===== src/rtl/regfile_wb_arbiter.sv =====
// Writeback arbiter: two requester FIFOs (A = ALU, B = load unit) share one
// register-file write port via round-robin, with pending-write hazard lookup.
module regfile_wb_arbiter #(
  parameter int unsigned bits            = 32,
  parameter int unsigned no_of_registers = 32,
  parameter int unsigned FIFO_DEPTH      = 2,
  localparam int unsigned AW             = $clog2(no_of_registers)
) (
  input  logic            clk,
  input  logic            async_reset,
  input  logic            a_valid,
  output logic            a_ready,
  input  logic [AW-1:0]   a_addr,
  input  logic [bits-1:0] a_data,
  input  logic            b_valid,
  output logic            b_ready,
  input  logic [AW-1:0]   b_addr,
  input  logic [bits-1:0] b_data,
  output logic [AW-1:0]   rf_waddr,
  output logic [bits-1:0] rf_wdata,
  output logic            rf_reg_en,
  input  logic [AW-1:0]   chk_reg1,
  input  logic [AW-1:0]   chk_reg2,
  output logic            hazard1,
  output logic            hazard2,
  output logic            idle
);

  localparam int unsigned PW = (FIFO_DEPTH > 1) ? $clog2(FIFO_DEPTH) : 1;
  localparam int unsigned CW = PW + 1;
  localparam logic [CW-1:0] DEPTH_C = CW'(FIFO_DEPTH);

  // Index 0 is source A, index 1 is source B.
  logic [AW-1:0]         addr_q   [2][FIFO_DEPTH];
  logic [bits-1:0]       data_q   [2][FIFO_DEPTH];
  logic [FIFO_DEPTH-1:0] vld_q    [2];
  logic [PW-1:0]         wr_ptr_q [2];
  logic [PW-1:0]         rd_ptr_q [2];
  logic [CW-1:0]         cnt_q    [2];
  logic                  last_grant_q;  // 0 = A, 1 = B

  logic [1:0]            in_valid;
  logic [AW-1:0]         in_addr [2];
  logic [bits-1:0]       in_data [2];
  logic [1:0]            ready;
  logic [1:0]            not_empty;
  logic [1:0]            push_store;
  logic [1:0]            pop;
  logic                  grant_a;
  logic                  grant_b;

  // Gather the two request ports into source-indexed form and decode acceptance.
  always_comb begin
    in_valid   = {b_valid, a_valid};
    in_addr[0] = a_addr;
    in_addr[1] = b_addr;
    in_data[0] = a_data;
    in_data[1] = b_data;
    for (int s = 0; s < 2; s++) begin
      ready[s]      = (cnt_q[s] < DEPTH_C);
      not_empty[s]  = (cnt_q[s] != '0);
      // Writes to register 0 are acknowledged but dropped.
      push_store[s] = in_valid[s] & ready[s] & (in_addr[s] != '0);
    end
    a_ready = ready[0];
    b_ready = ready[1];
  end

  // Round-robin grant: lone non-empty head wins, otherwise the source not granted last.
  always_comb begin
    grant_a = not_empty[0] & (~not_empty[1] | last_grant_q);
    grant_b = not_empty[1] & ~grant_a;
    pop     = {grant_b, grant_a};
  end

  // FIFO pointers, counts and per-entry valid flags.
  always_ff @(posedge clk or negedge async_reset) begin
    if (!async_reset) begin
      for (int s = 0; s < 2; s++) begin
        vld_q[s]    <= '0;
        wr_ptr_q[s] <= '0;
        rd_ptr_q[s] <= '0;
        cnt_q[s]    <= '0;
      end
    end else begin
      for (int s = 0; s < 2; s++) begin
        if (push_store[s]) begin
          vld_q[s][wr_ptr_q[s]] <= 1'b1;
          wr_ptr_q[s]           <= wr_ptr_q[s] + PW'(1);
        end
        if (pop[s]) begin
          vld_q[s][rd_ptr_q[s]] <= 1'b0;
          rd_ptr_q[s]           <= rd_ptr_q[s] + PW'(1);
        end
        case ({push_store[s], pop[s]})
          2'b10:   cnt_q[s] <= cnt_q[s] + CW'(1);
          2'b01:   cnt_q[s] <= cnt_q[s] - CW'(1);
          default: cnt_q[s] <= cnt_q[s];
        endcase
      end
    end
  end

  // FIFO storage; contents are qualified by vld_q so no reset is needed.
  always_ff @(posedge clk) begin
    for (int s = 0; s < 2; s++) begin
      if (push_store[s]) begin
        addr_q[s][wr_ptr_q[s]] <= in_addr[s];
        data_q[s][wr_ptr_q[s]] <= in_data[s];
      end
    end
  end

  // Registered write port and round-robin history.
  always_ff @(posedge clk or negedge async_reset) begin
    if (!async_reset) begin
      rf_reg_en    <= 1'b0;
      rf_waddr     <= '0;
      rf_wdata     <= '0;
      last_grant_q <= 1'b1;
    end else begin
      rf_reg_en <= grant_a | grant_b;
      if (grant_a) begin
        rf_waddr     <= addr_q[0][rd_ptr_q[0]];
        rf_wdata     <= data_q[0][rd_ptr_q[0]];
        last_grant_q <= 1'b0;
      end else if (grant_b) begin
        rf_waddr     <= addr_q[1][rd_ptr_q[1]];
        rf_wdata     <= data_q[1][rd_ptr_q[1]];
        last_grant_q <= 1'b1;
      end
    end
  end

  // Pending-write lookup over buffered entries and the write in flight.
  always_comb begin
    hazard1 = 1'b0;
    hazard2 = 1'b0;
    for (int s = 0; s < 2; s++) begin
      for (int i = 0; i < int'(FIFO_DEPTH); i++) begin
        if (vld_q[s][i]) begin
          if (addr_q[s][i] == chk_reg1) hazard1 = 1'b1;
          if (addr_q[s][i] == chk_reg2) hazard2 = 1'b1;
        end
      end
    end
    if (rf_reg_en && (rf_waddr == chk_reg1)) hazard1 = 1'b1;
    if (rf_reg_en && (rf_waddr == chk_reg2)) hazard2 = 1'b1;
    if (chk_reg1 == '0) hazard1 = 1'b0;
    if (chk_reg2 == '0) hazard2 = 1'b0;
    idle = (cnt_q[0] == '0) && (cnt_q[1] == '0) && !rf_reg_en;
  end

endmodule


===== config.mk =====
export PLATFORM = sky130hd
export DESIGN_NAME = regfile_wb_arbiter
export DESIGN_NICKNAME = d
export VERILOG_FILES = /design/src/rtl/regfile_wb_arbiter.sv
export SDC_FILE = /design/constraint.sdc
export NUM_CORES = 1
export LEC_CHECK = 0
export BUFFER_PORTS_ARGS = -buffer_cell sky130_fd_sc_hd__buf_2
export CAP_MARGIN = 15
export CORE_UTILIZATION = 55
export CTS_BUF_LIST = sky130_fd_sc_hd__clkbuf_4 sky130_fd_sc_hd__clkbuf_8
export DETAILED_ROUTE_END_ITERATION = 7
export PLACE_DENSITY = 0.84
export SYNTH_ARGS = -nofsm -noshare
export SYNTH_HDL_FRONTEND = slang
export SYNTH_SLANG_ARGS = --single-unit

===== constraint.sdc =====
create_clock -name clk -period 2.9 [get_ports clk]
set_input_delay 0.725 -clock clk [delete_from_list [all_inputs] [get_ports clk]]
set_output_delay 0.725 -clock clk [all_outputs]
set_load 0.02 [all_outputs]

==> out/results.tsv, run 1 <==
stage	metric	value	unit
yosys	main combinational cell family by area after synthesis	compound AO/OA/AOI/OAI gates	
clock_tree	maximum root-to-sink buffer count	2	
finish	Filler cells	1141	
power	register share of total power	0.443	
finish	Area Growth Syn to Fin	14.6	%
setup_path	CP Launch Type	flip-flop	
clock_tree	clock-pin transition on the worst setup and hold timing paths	0.11	ns
yosys	FF+latch count, synth	199	
clock_tree	Skew-Pair Late Insertion Delay	0.48	ns
die	Ports	131	
yosys	mapped cell area	0.00861	mm2
place	placed cells	855	
finish	layout cells sized above 1	0.377	
clock_tree	clock root buffer	clkbuf_8	
finish	Finished Layout Cells	890	
flow_run	max-cap viol count	0	
power	peak supply drop	0.000562	V
finish	most common cell after layout, fill and taps aside	edfxtp_1	
route	post-route ant nets	0	
die	num rows	45	
setup_path	worst r2r path cells	4	
clock_tree	CTS tree	yes	
place	hpwl dp	12100	um
setup_path	FF-to-FF Start	cnt_q[3]	
timing	Final Slew Violations	0	
setup_path	Setup CP Type	reg -> out	
route	DRC	0	
yosys	Post-synth EDFFs	148	
finish	Total Nets Final	756	
timing	RSZ-0062 raised after global routing	false	
setup_path	CP Capture Type	output port	
timing	relative slew slack	0.382	
yosys	xor/xnor cell area share of the yosys netlist	0.0610	
yosys	Avg Inst Size Synth	15.9	um2
place	Placer Congestion	0.873	
power	combinational share of power	0.392	
route	initial drt markers	352	
global_routing	initial antenna violation count	0	
finish	Ant. Diodes	0	
clock_tree	cts hold-fix bufs	0	
timing	Period minus WS final	2.75	ns
place	area post-placement	0.00942	mm2
route	vias	5013	
power	PwrDens	1050	mW/mm2
yosys	Post-Synth Simple-Gate Area	0.0687	
clock_tree	CTS Sinks	199	
finish	design area	0.00987	mm2
global_routing	total global routing overflow	0	
timing	period utilization	0.949	
setup_path	WP data arrival	2.03	ns
yosys	compound-gate portion of the synthesized area	0.128	
yosys	Seq/Total Area, Yosys	0.665	
timing	slew at the pin closest to its max-slew limit	0.927	ns
route	drt first pass iters	4	
yosys	Synth Net Count	632	
yosys	mux share of post-synthesis cell area	0.0443	
clock_tree	post-CTS sizing	0	
die	Initial Util	0.564	
power	Lkg Pwr	0.00360	uW
worst_hold_path	Hold WC Path Type	in -> async	
die	Core Box Area	0.0153	mm2
finish	area of the multi-input gates	0.00267	mm2
finish	most frequent cells in the layout	edfxtp_1, buf_2, dfrtp_1	
global_routing	gr usage total	0.238	
power	switching portion of total power	0.394	
yosys	Mapped Cells	542	
power	internal power	6260	uW
route	average wire per standard cell	20.3	um
clock_tree	H-tree depth	4	
setup_path	reg2reg setup slack	0.90	ns
setup_path	reg-to-reg critical path endpoint	data_q[0][8]	
clock_tree	post-CTS setup buffers	0	
yosys	Synth Warn #	0	
yosys	post-synthesis async set-or-reset flop share	0.256	
global_routing	first-pass GRT wire length	28600	um
route	drt total wl	18100	um
power	Net Switching	4080	uW
setup_path	CP Data Required Time	2.17	ns
power	Clock power frac	0.164	
setup_path	Worst Path Max Fanout	3	
place	Buffers on Ports	130	
timing	Layout Skew	0.0187	ns
timing	final hold slack	0.344	ns
timing	Final Hold Vio Count	0	
die	die area	0.0162	mm2
yosys	fraction of the mapped netlist area in adder cells	0.00291	
global_routing	vias in the first global route	5298	
run_status	status	finished, final reports clean	
finish	register area	0.00573	mm2
die	Die X	127	um
timing	fmax	0.363	GHz
yosys	Synth Flop Type	edfxtp_1	
route	via-per-instance ratio	5.63	
timing	# setup viols final	0	
global_routing	pin count of the biggest net entering global routing	68	
yosys	synth unique cells	36	
clock_tree	number of buffers created by CTS	17	
die	die extent in y	127	um
## routing by layer
metal / global-route usage / part of all wire / up-vias
met5: 0 / 0 / -
met4: 0.0903 / 0.020 / 0
met3: 0.0461 / 0.047 / 24
met2: 0.389 / 0.49 / 148
met1: 0.319 / 0.44 / 2544
li1: - / - / 2297
## kinds of logic (layout without fill, tap and decap cells)
family                   Yosys count  in the layout
AND/OR/NAND/NOR                  115            115
multiplexers                      38             38
AO/OA/AOI/OAI                     83             83
buffers and inverters             45            182
adder cells (fa/ha/maj)            2              2
XOR/XNOR                          60             60
flip-flops                       199            199
## area by class of cell
type	instances	area share
Sequential cell	199	0.580
Inverter	5	0.00190
Timing Repair Buffer	145	0.0819
Tap cell	211	0.0268
Multi-Input combinational cell	298	0.270
Clock inverter	14	0.0141
Clock buffer	18	0.0245
## critical path, cell delays in order (launching register included)
cell      delay [ns]
edfxtp_1        0.49
xor2_1          0.19
nor4_1          0.35
nand3_1         0.12
nand3_1         0.10
o22a_1          0.14
buf_2           0.15
## how the worst max path moves through the flow
stage	from	slack, ns	to	depth (start not counted)
after floorplan	a_addr[3]	-0.1	addr_q[0][0]	3
after global placement	chk_reg1[4]	0.30	hazard1	7
after detailed placement	chk_reg2[0]	0.27	hazard2	7
after CTS	addr_q[0][9]	0.16	hazard1	6
after global routing	addr_q[0][9]	0.05	hazard1	6
final	addr_q[0][9]	0.15	hazard1	6
## power by group through the flow
stage / Clock (uW) / Sequential, uW / Combinational, uW
detailed placement: 0 / 4650 / 4020
global route: 1840 / 4680 / 4380
finish: 1700 / 4590 / 4060
floorplan: 0 / 4620 / 3010
global placement: 0 / 4620 / 3890
CTS: 1720 / 4590 / 4030
## state kept, by name (all words and copies together), names as in the netlist
| name | count |
|---|---|
| rf_wdata | 32 |
| rf_waddr | 5 |
| cnt_q | 4 |
| rf_reg_en | 1 |
| rd_ptr_q | 2 |
| addr_q | 20 |
| last_grant_q | 1 |
| wr_ptr_q | 2 |
| data_q | 128 |
| vld_q | 4 |
## cell usage after synthesis, types with 2 or more instances
library cell,instances,area [um2]
buf_2,14,70.1
nor4_1,10,62.6
a2111oi_2,28,420
or4_1,3,22.5
xor2_1,41,359
buf_6,7,78.8
buf_4,6,45.0
inv_1,5,18.8
a211oi_1,5,37.5
ha_1,2,25.0
a211oi_2,32,400
dfrtp_1,50,1250
nor2b_1,37,231
o22a_1,3,26.3
a2bb2oi_1,2,17.5
nor2_1,46,173
nor2_2,2,12.5
nand3_1,12,60.1
a2111oi_4,4,110
clkbuf_1,11,41.3
mux2i_1,37,370
nand2_1,2,7.51
edfxtp_1,148,4440
xnor2_1,19,166
a21oi_1,2,10.0
a2111oi_0,4,35.0
## metrics by stage
stage          setup TNS [ns]  total power, uW   util  setup WS, ns
6_report                    0            10300  0.647         0.148
5_1_grt                     0            10900  0.647        0.0516
4_1_cts                     0            10300  0.642         0.159
3_5_place_dp                0             8660  0.617         0.272
3_3_place_gp                0             8510  0.617         0.305
2_1_floorplan           -7.05             7630      -       -0.0961
(Power assumes the default switching activity.)
==> run 2, diff against run 1 <==
- BUFFER_PORTS_ARGS: -buffer_cell sky130_fd_sc_hd__buf_2 -> unset
- DONT_BUFFER_PORTS: unset -> 1
- PLACE_DENSITY: 0.84 -> 0.76
==> run 2 against run 1 <==
Critical endpoint unchanged. Register-to-register slack got worse by 0.07 ns. Sequential share of layout area rose by 3.4 points. Highest routed layer unchanged. Utilization fell by 3.6 points. Power fell by 1.1%. First-iteration DRC count fell by 27%. Flip-flop and latch count did not move. Count of clock-buffer cells in the layout rose by 3. Global-route usage fell by 1.1 points. Sequential power rose by 8.1%.
==> out/results.tsv, run 2 (synthesized netlist as in run 1, its figures left out) <==
stage	metric	value	unit	change
clock_tree	clock root buffer	clkbuf_8		
timing	setup TNS	0	ns	unchanged
die	Ports	131		unchanged
die	Initial Util	0.564		unchanged
route	initial drt markers	258		-27%
finish	most frequent cells in the layout	edfxtp_1, dfrtp_1, nor2_1		
finish	final core utilization	0.611		-0.0360
global_routing	total global routing overflow	0		unchanged
die	die area	0.0162	mm2	unchanged
die	die extent in y	127	um	unchanged
die	Core Box Area	0.0153	mm2	unchanged
global_routing	vias in the first global route	4820		-9.0%
die	num rows	45		unchanged
clock_tree	H-tree depth	4		unchanged
place	area post-placement	0.00880	mm2	-6.5%
timing	Final Hold Vio Count	0		unchanged
setup_path	WP data arrival	1.96	ns	-0.07 ns
setup_path	CP Capture Type	output port		
timing	slew at the pin closest to its max-slew limit	0.781	ns	-0.146 ns
finish	Total Nets Final	624		-17%
route	DRC	0		unchanged
place	placed cells	723		-15%
clock_tree	CTS tree	yes		
place	Placer Congestion	1.03		+18%
timing	final hold slack	0.0865	ns	-0.257 ns
route	via-per-instance ratio	5.89		+4.5%
place	Buffers on Ports	0		-100%
finish	Ant. Diodes	0		unchanged
timing	Period minus WS final	2.69	ns	-0.0634 ns
setup_path	CP Launch Type	flip-flop		
setup_path	Worst Path Max Fanout	3		unchanged
finish	Finished Layout Cells	758		-15%
worst_hold_path	Hold WC Path Type	in -> async		
finish	Area Growth Syn to Fin	8.23	%	
place	hpwl dp	11100	um	-8.6%
setup_path	CP Data Required Time	2.17	ns	about the same
clock_tree	number of buffers created by CTS	17		unchanged
route	vias	4463		-11%
clock_tree	CTS Sinks	199		unchanged
setup_path	Setup CP Type	reg -> out		
timing	Final Slew Violations	0		unchanged
run_status	status	finished, final reports clean		
timing	fmax	0.372	GHz	+2.4%
route	post-route ant nets	0		unchanged
finish	design area	0.00932	mm2	-5.6%
power	PwrDens	1100	mW/mm2	+4.8%
timing	# setup viols final	0		unchanged
power	peak supply drop	0.000546	V	-2.9%
clock_tree	clock-pin transition on the worst setup and hold timing paths	0.10	ns	about the same
clock_tree	Skew-Pair Late Insertion Delay	0.47	ns	about the same
timing	relative slew slack	0.480		+0.0974
timing	period utilization	0.927		-0.0219
power	Lkg Pwr	0.00312	uW	-13%
clock_tree	post-CTS setup buffers	0		unchanged
flow_run	max-cap viol count	0		unchanged
finish	most common cell after layout, fill and taps aside	edfxtp_1		
global_routing	gr usage total	0.227		-0.0107
clock_tree	maximum root-to-sink buffer count	2		unchanged
global_routing	first-pass GRT wire length	26700	um	-6.7%
route	average wire per standard cell	22.8	um	+12%
finish	max reg flops	128		unchanged
finish	layout cells sized above 1	0.225		-0.152
clock_tree	post-CTS sizing	0		unchanged
global_routing	pin count of the biggest net entering global routing	55		-19%
timing	RSZ-0062 raised after global routing	false		
die	Die X	127	um	unchanged
route	drt first pass iters	4		unchanged
timing	Layout Skew	0.0143	ns	-0.00440 ns
global_routing	initial antenna violation count	0		unchanged
finish	Filler cells	1105		-3.2%
route	drt total wl	17300	um	-4.4%
[run 2: report_power, final]
group	internal (uW)	switching, uW
registers	3900	1060
clock network	1000	926
logic	1450	1890
[run 2: stage by stage]
| step | setup slack [ns] | total power (uW) |
|---|---|---|
| 2_1_floorplan | -0.0961 | 7630 |
| 3_3_place_gp | 0.544 | 8180 |
| 3_5_place_dp | 0.441 | 8350 |
| 4_1_cts | 0.192 | 10300 |
| 5_1_grt | 0.108 | 10700 |
| 6_report | 0.211 | 10200 |
[run 2: path summary, 6_finish.rpt]
kind                                 to     startpoint  cells past startpoint  slack [ns]
max in group asynchronous   rd_ptr_q[0]    async_reset                      1        2.52
max reg2reg                    cnt_q[1]       cnt_q[0]                      6        0.83
min in group clk           data_q[0][2]      a_data[2]                      0        0.34
min                        last_grant_q    async_reset                      0        0.09
max                             hazard1  addr_q[0][10]                      5        0.21
min reg2reg                 wr_ptr_q[1]    wr_ptr_q[1]                      1        0.56
[run 2: critical path, cell delays in order, from the launching register on]
cell      delay, ns
edfxtp_1       0.49
xor2_1         0.21
nor4_1         0.32
nand3_1        0.12
nand3_1        0.09
o22a_1         0.27
[run 2: area by class of cell]
| type | count | area, um2 | share of cell area |
|---|---|---|---|
| Clock buffer | 21 | 277 | 0.0297 |
| Clock inverter | 11 | 170 | 0.0183 |
| Inverter | 5 | 18.8 | 0.00201 |
| Multi-Input combinational cell | 298 | 2670 | 0.286 |
| Sequential cell | 199 | 5730 | 0.615 |
| Tap cell | 211 | 264 | 0.0283 |
| Timing Repair Buffer | 13 | 193 | 0.0207 |
[run 2: routing by layer]
layer,wire (um),share of wire,vias to the layer above,GRT usage
met4,389,0.022,0,0.0987
met2,8680,0.50,154,0.378
met3,1320,0.076,33,0.0758
met1,6920,0.40,2251,0.272
met5,0,0,-,0
li1,-,-,2025,-
[run 2: what timing repair did]
| item | CTS | global route |
|---|---|---|
| setup endpoints to repair | 0 | 0 |
| hold endpoints to repair | 50 | 0 |
| hold buffers | 1 | 0 |
